<file path="src/rtl/axi4_lite_queued_write_master.sv">
// Queued AXI4-Lite write master: request FIFO feeding independent AW/W channels, one outstanding write.
// Define AXI4_LITE_WR_ERR_CNT_EN to enable the saturating non-OKAY response counter on err_count.
module axi4_lite_queued_write_master #(
    parameter int unsigned ADDR_WIDTH = 32,
    parameter int unsigned DATA_WIDTH = 32,
    parameter int unsigned FIFO_DEPTH = 4,
    localparam int unsigned STRB_WIDTH = DATA_WIDTH / 8
) (
    input  logic                  clk,
    input  logic                  rst,
    input  logic                  write_start,
    input  logic [ADDR_WIDTH-1:0] write_addr,
    input  logic [DATA_WIDTH-1:0] write_data,
    input  logic [STRB_WIDTH-1:0] write_strobe,
    output logic                  write_ready,
    output logic                  write_busy,
    output logic                  resp_valid,
    output logic [1:0]            resp_code,
    output logic                  resp_error,
    output logic [7:0]            err_count,
    output logic [ADDR_WIDTH-1:0] M_AXI_AWADDR,
    output logic                  M_AXI_AWVALID,
    input  logic                  M_AXI_AWREADY,
    output logic [DATA_WIDTH-1:0] M_AXI_WDATA,
    output logic [STRB_WIDTH-1:0] M_AXI_WSTRB,
    output logic                  M_AXI_WVALID,
    input  logic                  M_AXI_WREADY,
    input  logic [1:0]            M_AXI_BRESP,
    input  logic                  M_AXI_BVALID,
    output logic                  M_AXI_BREADY
);

    localparam int unsigned PTR_W = (FIFO_DEPTH > 1) ? $clog2(FIFO_DEPTH) : 1;
    localparam int unsigned CNT_W = PTR_W + 1;
    localparam int unsigned ENT_W = ADDR_WIDTH + DATA_WIDTH + STRB_WIDTH;

    typedef enum logic [1:0] {
        ST_IDLE       = 2'd0,
        ST_ADDR_DATA  = 2'd1,
        ST_WAIT_BRESP = 2'd2
    } state_t;

    state_t                r_state;
    state_t                w_state_nxt;
    logic [ENT_W-1:0]      r_mem [FIFO_DEPTH];
    logic [PTR_W-1:0]      r_wr_ptr;
    logic [PTR_W-1:0]      r_rd_ptr;
    logic [CNT_W-1:0]      r_count;
    logic                  r_aw_pend;
    logic                  r_w_pend;
    logic                  w_aw_pend_nxt;
    logic                  w_w_pend_nxt;
    logic                  w_push;
    logic                  w_pop;
    logic                  w_b_hs;
    logic                  w_not_empty;
    logic [ENT_W-1:0]      w_head;
    logic [ADDR_WIDTH-1:0] r_awaddr;
    logic [DATA_WIDTH-1:0] r_wdata;
    logic [STRB_WIDTH-1:0] r_wstrb;
    logic                  r_resp_valid;
    logic [1:0]            r_resp_code;
    logic                  r_resp_error;

    assign write_ready = (r_count < CNT_W'(FIFO_DEPTH));
    assign w_not_empty = (r_count != '0);
    assign w_push      = write_start && write_ready;
    assign w_head      = r_mem[r_rd_ptr];

    // Request queue pointers and occupancy; pointers wrap naturally (power-of-two depth)
    always_ff @(posedge clk or posedge rst) begin
        if (rst) begin
            r_wr_ptr <= '0;
            r_rd_ptr <= '0;
            r_count  <= '0;
        end else begin
            if (w_push) r_wr_ptr <= r_wr_ptr + PTR_W'(1);
            if (w_pop)  r_rd_ptr <= r_rd_ptr + PTR_W'(1);
            case ({w_push, w_pop})
                2'b10:   r_count <= r_count + CNT_W'(1);
                2'b01:   r_count <= r_count - CNT_W'(1);
                default: r_count <= r_count;
            endcase
        end
    end

    always_ff @(posedge clk) begin
        if (w_push) r_mem[r_wr_ptr] <= {write_addr, write_data, write_strobe};
    end

    always_ff @(posedge clk or posedge rst) begin
        if (rst) r_state <= ST_IDLE;
        else     r_state <= w_state_nxt;
    end

    // Next state, queue pop and per-channel pending flags
    always_comb begin
        w_state_nxt   = r_state;
        w_pop         = 1'b0;
        w_b_hs        = 1'b0;
        w_aw_pend_nxt = r_aw_pend;
        w_w_pend_nxt  = r_w_pend;
        case (r_state)
            ST_IDLE: begin
                if (w_not_empty) begin
                    w_pop         = 1'b1;
                    w_aw_pend_nxt = 1'b1;
                    w_w_pend_nxt  = 1'b1;
                    w_state_nxt   = ST_ADDR_DATA;
                end
            end
            ST_ADDR_DATA: begin
                w_aw_pend_nxt = r_aw_pend && !M_AXI_AWREADY;
                w_w_pend_nxt  = r_w_pend && !M_AXI_WREADY;
                if (!w_aw_pend_nxt && !w_w_pend_nxt) w_state_nxt = ST_WAIT_BRESP;
            end
            ST_WAIT_BRESP: begin
                if (M_AXI_BVALID) begin
                    w_b_hs = 1'b1;
                    if (w_not_empty) begin
                        w_pop         = 1'b1;
                        w_aw_pend_nxt = 1'b1;
                        w_w_pend_nxt  = 1'b1;
                        w_state_nxt   = ST_ADDR_DATA;
                    end else begin
                        w_state_nxt = ST_IDLE;
                    end
                end
            end
            default: w_state_nxt = ST_IDLE;
        endcase
    end

    // Channel payload registers hold their last value after the handshake
    always_ff @(posedge clk or posedge rst) begin
        if (rst) begin
            r_aw_pend <= 1'b0;
            r_w_pend  <= 1'b0;
            r_awaddr  <= '0;
            r_wdata   <= '0;
            r_wstrb   <= '0;
        end else begin
            r_aw_pend <= w_aw_pend_nxt;
            r_w_pend  <= w_w_pend_nxt;
            if (w_pop) begin
                r_awaddr <= w_head[ENT_W-1 -: ADDR_WIDTH];
                r_wdata  <= w_head[STRB_WIDTH +: DATA_WIDTH];
                r_wstrb  <= w_head[STRB_WIDTH-1:0];
            end
        end
    end

    always_ff @(posedge clk or posedge rst) begin
        if (rst) begin
            r_resp_valid <= 1'b0;
            r_resp_code  <= 2'b00;
            r_resp_error <= 1'b0;
        end else begin
            r_resp_valid <= w_b_hs;
            r_resp_error <= w_b_hs && (M_AXI_BRESP != 2'b00);
            if (w_b_hs) r_resp_code <= M_AXI_BRESP;
        end
    end

`ifdef AXI4_LITE_WR_ERR_CNT_EN
    logic [7:0] r_err_count;

    always_ff @(posedge clk or posedge rst) begin
        if (rst) begin
            r_err_count <= 8'h00;
        end else if (r_resp_valid && r_resp_error && (r_err_count != 8'hFF)) begin
            r_err_count <= r_err_count + 8'd1;
        end
    end

    assign err_count = r_err_count;
`else
    assign err_count = 8'h00;
`endif

    assign write_busy    = w_not_empty || (r_state != ST_IDLE);
    assign resp_valid    = r_resp_valid;
    assign resp_code     = r_resp_code;
    assign resp_error    = r_resp_error;
    assign M_AXI_AWADDR  = r_awaddr;
    assign M_AXI_AWVALID = r_aw_pend;
    assign M_AXI_WDATA   = r_wdata;
    assign M_AXI_WSTRB   = r_wstrb;
    assign M_AXI_WVALID  = r_w_pend;
    assign M_AXI_BREADY  = (r_state == ST_WAIT_BRESP);

endmodule

</file>
<file path="config.mk">
export PLATFORM = sky130hd
export DESIGN_NAME = axi4_lite_queued_write_master
export DESIGN_NICKNAME = d
export VERILOG_FILES = /design/src/rtl/axi4_lite_queued_write_master.sv
export SDC_FILE = /design/constraint.sdc
export NUM_CORES = 1
export LEC_CHECK = 0
export CORE_MARGIN = 5
export CORE_UTILIZATION = 55
export DETAILED_ROUTE_END_ITERATION = 10
export PLACE_DENSITY = 0.88
export SLEW_MARGIN = 40
export SYNTH_ARGS = -nofsm -noshare
export SYNTH_HDL_FRONTEND = slang
export SYNTH_SLANG_ARGS = --single-unit
</file>
<file path="constraint.sdc">
create_clock -name clk -period 3.7 [get_ports clk]
set_input_delay 0.555 -clock clk [delete_from_list [all_inputs] [get_ports clk]]
set_output_delay 0.555 -clock clk [all_outputs]
set_load 0.03 [all_outputs]
</file>
## After elaboration in Yosys (flattened, before gate mapping)

Memories as Yosys holds them, arrays and structs flattened. A register that Yosys moved wholly into a read port is not among the register bits.
Index checks and enable logic that the tools add are counted.
Widths: inputs -> output; s select.

- Memories kept: 1
- Memory bits (writable): 272
- Register bits after elaboration: 15
- Word-level logic and storage cells: 59

- Equality and inequality tests: 7
- Muxes and demuxes: 19
- Reduce and logical (&&, ||, !) cells: 18
- Order comparisons: 1
- $add $sub $neg: 4

Memories:

| name | words | width | read ports | clocked after memory_dff | wr ports | RTL line | text |
|---|---|---|---|---|---|---|---|
| r_mem | 4 | 68 | 1 | 1 | 1 | 45 | `logic [ENT_W-1:0] r_mem [FIFO_DEPTH];` |

Operators by type and width:

| kind | number |
|---|---|
| $mux 1 | 11 |
| $mux 2 | 3 |
| $ne 2x2->1 const B | 3 |
| $pmux 1 s3 | 2 |
| $pmux 2 s3 | 1 |
| $pmux 3 s2 | 1 |
| $reduce_bool 2->1 | 3 |
| $reduce_bool 3->1 | 2 |
| $logic_and 1x1->1 | 5 |
| $add 2x1->2 const B | 2 |
| $eq 2x1->1 const B | 2 |
| $eq 2x2->1 const B | 2 |
| $logic_not 1->1 | 4 |
| $add 3x1->3 const B | 1 |
| $lt 3x3->1 const B | 1 |
| $reduce_and 3->1 | 1 |
| $sub 3x1->3 const B | 1 |
| $logic_not 2->1 | 1 |
| $pmux 1 s2 | 1 |
| $reduce_and 2->1 | 1 |
| $logic_or 1x1->1 | 1 |

## Depth between registers and ports, before layout

- Depth after elaboration: 6
- Gate-level depth with buffers: 9
- Mapped depth without buffers: 8

## Worst setup path before layout

OpenSTA, ideal clock, no wires.

- Kind: input -> register
- From: input port write_start
- To: memory r_mem[0][0] in the netlist's numbering (enable)
- Required time: 3.267 ns
- Slack: 0.746 ns
- Stages: 3
- Arrival time: 2.521 ns
- Setup time: 0.433 ns
- Buffers on the path: 1
- Cell sequence: nor2b_1 -> clkbuf_1 -> and2_1

- Longest elaborated chain between the ends: 3

Ends and longest elaborated chain:

| item | RTL line | text |
|---|---|---|
| from (decl) | 11 | `input logic write_start,` |
| $logic_and 1x1->1 | 67 | `assign w_push = write_start && write_ready;` |
| $mux 1 | 88 | `if (w_push) r_mem[r_wr_ptr] <= {write_addr, write_data, write_strobe};` |
| $mux 1 (implied by the code) | 88 |  |
| to (decl) | 45 |  |

Every way passes these cells.

## Worst setup path in the final report

- From: register r_count[0]
- To: output port write_busy

- Longest elaborated chain between the ends: 2

Ends and longest elaborated chain:

| item | RTL line | text |
|---|---|---|
| from (decl) | 48 | `logic [CNT_W-1:0] r_count;` |
| from (signal assigned) | 80 | `2'b10: r_count <= r_count + CNT_W'(1);` |
| from (signal assigned) | 81 | `2'b01: r_count <= r_count - CNT_W'(1);` |
| from (signal assigned) | 82 | `default: r_count <= r_count;` |
| $reduce_bool 3->1 | 66 | `assign w_not_empty = (r_count != '0);` |
| $logic_or 1x1->1 | 181 | `assign write_busy = w_not_empty \|\| (r_state != ST_IDLE);` |
| to (decl) | 16 | `output logic write_busy,` |

Every way passes these cells.

==> impl_metrics.ini <==
[worst_hold_path]
hp-start = M_AXI_WSTRB[2]
min_path_cells = 1
holdPathEnd = M_AXI_WSTRB[2]
hp-class = reg -> reg

[timing]
fmax_mhz = 352.6
period_share_pct = 76.66
hold_ws_ns = 0.5059
setup_viol_count_final = 0
tightest_slew_ns = 0.6725
fin_setup_tns_ns = 0
clock_skew_ns = 0.01866
relSlewSlack_pct = 55.17
slew_viol_final = 0
fin_ws_ns = 0.8637
final_hold_viol_count = 0
rsz0062_at_grt = no
period_minus_slack_ns = 2.836

[layout]
antenna_cells = 0
final_cell_mix = edfxtp_1 (272), clkdlybuf4s50_1 (152), dfrtp_1 (81), mux2_2 (63), mux4_2 (46)
finish.utilization_pct = 68.00
final_nets = 840
final_common_cell = edfxtp_1
postLayoutCellArea_um2 = 16390
syn_to_final_growth_pct = 23.10
drive_gt1_share_pct = 23.66
layoutNonFillerInstCount = 1110

[place]
numPortBuffers = 152
dp_hpwl_um = 15440
place_congestion = 0.7176
placed_area_um2 = 15200
pre_cts_slack_ns = 0.8739
dp_cells = 1043

[routing]
drtIter0Drc = 420
wirelength_um = 24960
final_antenna_net_count = 0
first_pass_iters = 7
wl_per_cell_um = 22.48
drc_errors = 0
viasPerCell = 5.565
vias = 6177

[synth]
synth.distinct_cells = 31
yosys_register_bits = 355
synth_seq_area_share_pct = 76.93
yosys.area_share.simple_pct = 0.9302
synth_enable_flop_cells = 272
yosys_warnings = 0
synth-compound-area-share_pct = 0.4416
synth_top_family_by_area = multiplexers
synthCells = 581
avgSynthCellArea_um2 = 22.92
syn-cell-area_um2 = 13320
synthAdderAreaFrac_pct = 0.6201
synth_xor_area_share_pct = 0.3946
synthFlopType = edfxtp_1
ys_async_sr_fraction_pct = 23.38
synthMuxAreaShare_pct = 18.31

[clock_tree]
post_cts_buffers = 0
cts_resized = 0
clk_pin_slew_ns = 0.05
htreeDepth = 2
clock-sinks = 355
worst_skew_pair.late_latency_ns = 0.51
cts-buffers-inserted = 37
cts_root_buf = clkbuf_16
hold_buffers = 0
cts_tree = built
cts_buffer_depth = 3

[grt]
grt_pass1_wl_um = 39660
grt_max_degree = 71
gr-max-usage-layer = met2
met2_usage_pct = 32.03
grtUsageTotal_pct = 18.36
antenna_found_initial = 0
globalRouteMet3Util_pct = 4.171
grt_pass1_vias = 6856
grtUsageMet1_pct = 24.30
grt_overflow = 0

[worst_setup_path]
rr_startpoint = r_rd_ptr[0]
reg2reg_slack_ns = 1.48
timing.rr.end = M_AXI_AWADDR[8]
cp-end-kind = output port
worstPathMaxFanout = 4
critical_path_arrival_ns = 2.28
crit_path_start = r_count[0]
startpoint_type = flop
crit_type = reg -> out
r2r_cells = 3
required_ns = 3.14

[pwr]
p_switching_mw = 4.264
pwr-share-comb_pct = 33.0
p_leak_nw = 5.748
power_mw = 14.05
clock_power_share_pct = 25.6
switching_share_pct = 30.34
seq_power_share_pct = 41.4
p_per_area_nw_per_um2 = 857.2
power.internal_mw = 9.788
peakVddDrop_mv = 0.5976

[die]
die_y_um = 165.6
die_area_um2 = 27420
ios = 161
core_um2 = 24110
initial_core_util_pct = 55.24
rows = 57
die_w_um = 165.6

[outcome]
outcome = completed

[run]
max-cap-violations = 0
-- cell usage after synthesis (3+ instances only) --
library cell / n / share of area, %
buf_6: 15 / 1.3
mux2_4: 7 / 0.79
o21ai_0: 3 / 0.11
dfrtp_1: 83 / 16
edfxtp_1: 272 / 61
nor2b_1: 4 / 0.19
mux2_2: 63 / 5.3
mux4_1: 22 / 4.3
xor2_1: 3 / 0.20
buf_4: 8 / 0.45
clkbuf_1: 7 / 0.20
ha_1: 5 / 0.47
and2_1: 4 / 0.19
nor2_1: 3 / 0.085
a21oi_1: 4 / 0.15
inv_1: 11 / 0.31
mux4_2: 46 / 7.8
buf_2: 3 / 0.11
xnor2_1: 3 / 0.20
-- flip-flops by register name (all words and copies together) (netlist names) --
signal         count
r_mem            272
M_AXI_AWADDR      32
M_AXI_WDATA       32
M_AXI_WSTRB        4
r_count            3
r_rd_ptr           2
r_state            2
r_wr_ptr           2
resp_code          2
M_AXI_AWVALID      1
M_AXI_WVALID       1
resp_error         1
resp_valid         1
-- per-layer routing --
layer  up-vias  part of all wire [%]
met5         -                     0
met4         0                   1.4
met3        34                   6.1
met2       224                    53
met1      3229                    40
li1       2690                     -
-- logic make-up (layout without fill, tap and decap cells) --
kind of cell | count (synthesis) | count (layout)
AOI/OAI and AO/OA | 10 | 10
adders and majority gates | 6 | 6
buffers and inverters | 44 | 242
xor gates and xnor gates | 6 | 6
other | 1 | 8
DFF | 355 | 355
and+or+nand+nor | 20 | 20
muxes | 139 | 139
-- cell type report --
cell class | instances | area [um^2]
Clock buffer | 53 | 1049
Tap cell | 324 | 405.4
Inverter | 11 | 43.79
Sequential cell | 355 | 10250
Fill cell | 1514 | 7714
Timing Repair Buffer | 164 | 1699
Clock inverter | 14 | 146.4
Multi-Input combinational cell | 189 | 2796
-- worst max-delay path, cell delays in order, from the launching register on --
cell and delay (ns):
dfrtp_1 0.41, or3_1 0.41, or3_1 0.34, clkdlybuf4s50_1 0.62
-- power groups by stage --
stage / clock network [mW] / registers, mW / logic (mW)
floorplan: 0 / 6.43 / 2.58
global placement: 0 / 5.91 / 4.47
detailed placement: 0 / 5.90 / 4.71
CTS: 3.66 / 5.83 / 4.74
global route: 3.85 / 5.92 / 4.94
finish: 3.59 / 5.81 / 4.64
-- worst max-delay path by stage --
| stage | endpoint | slack, ns |
|---|---|---|
| after floorplan | r_mem[0][0] | 0.75 |
| after global placement | r_mem[2][32] | 0.94 |
| after detailed placement | r_mem[2][44] | 0.87 |
| after CTS | write_busy | 0.84 |
| after global routing | write_busy | 0.81 |
| final | write_busy | 0.86 |
No activity file was read; power rests on OpenSTA's default activity.
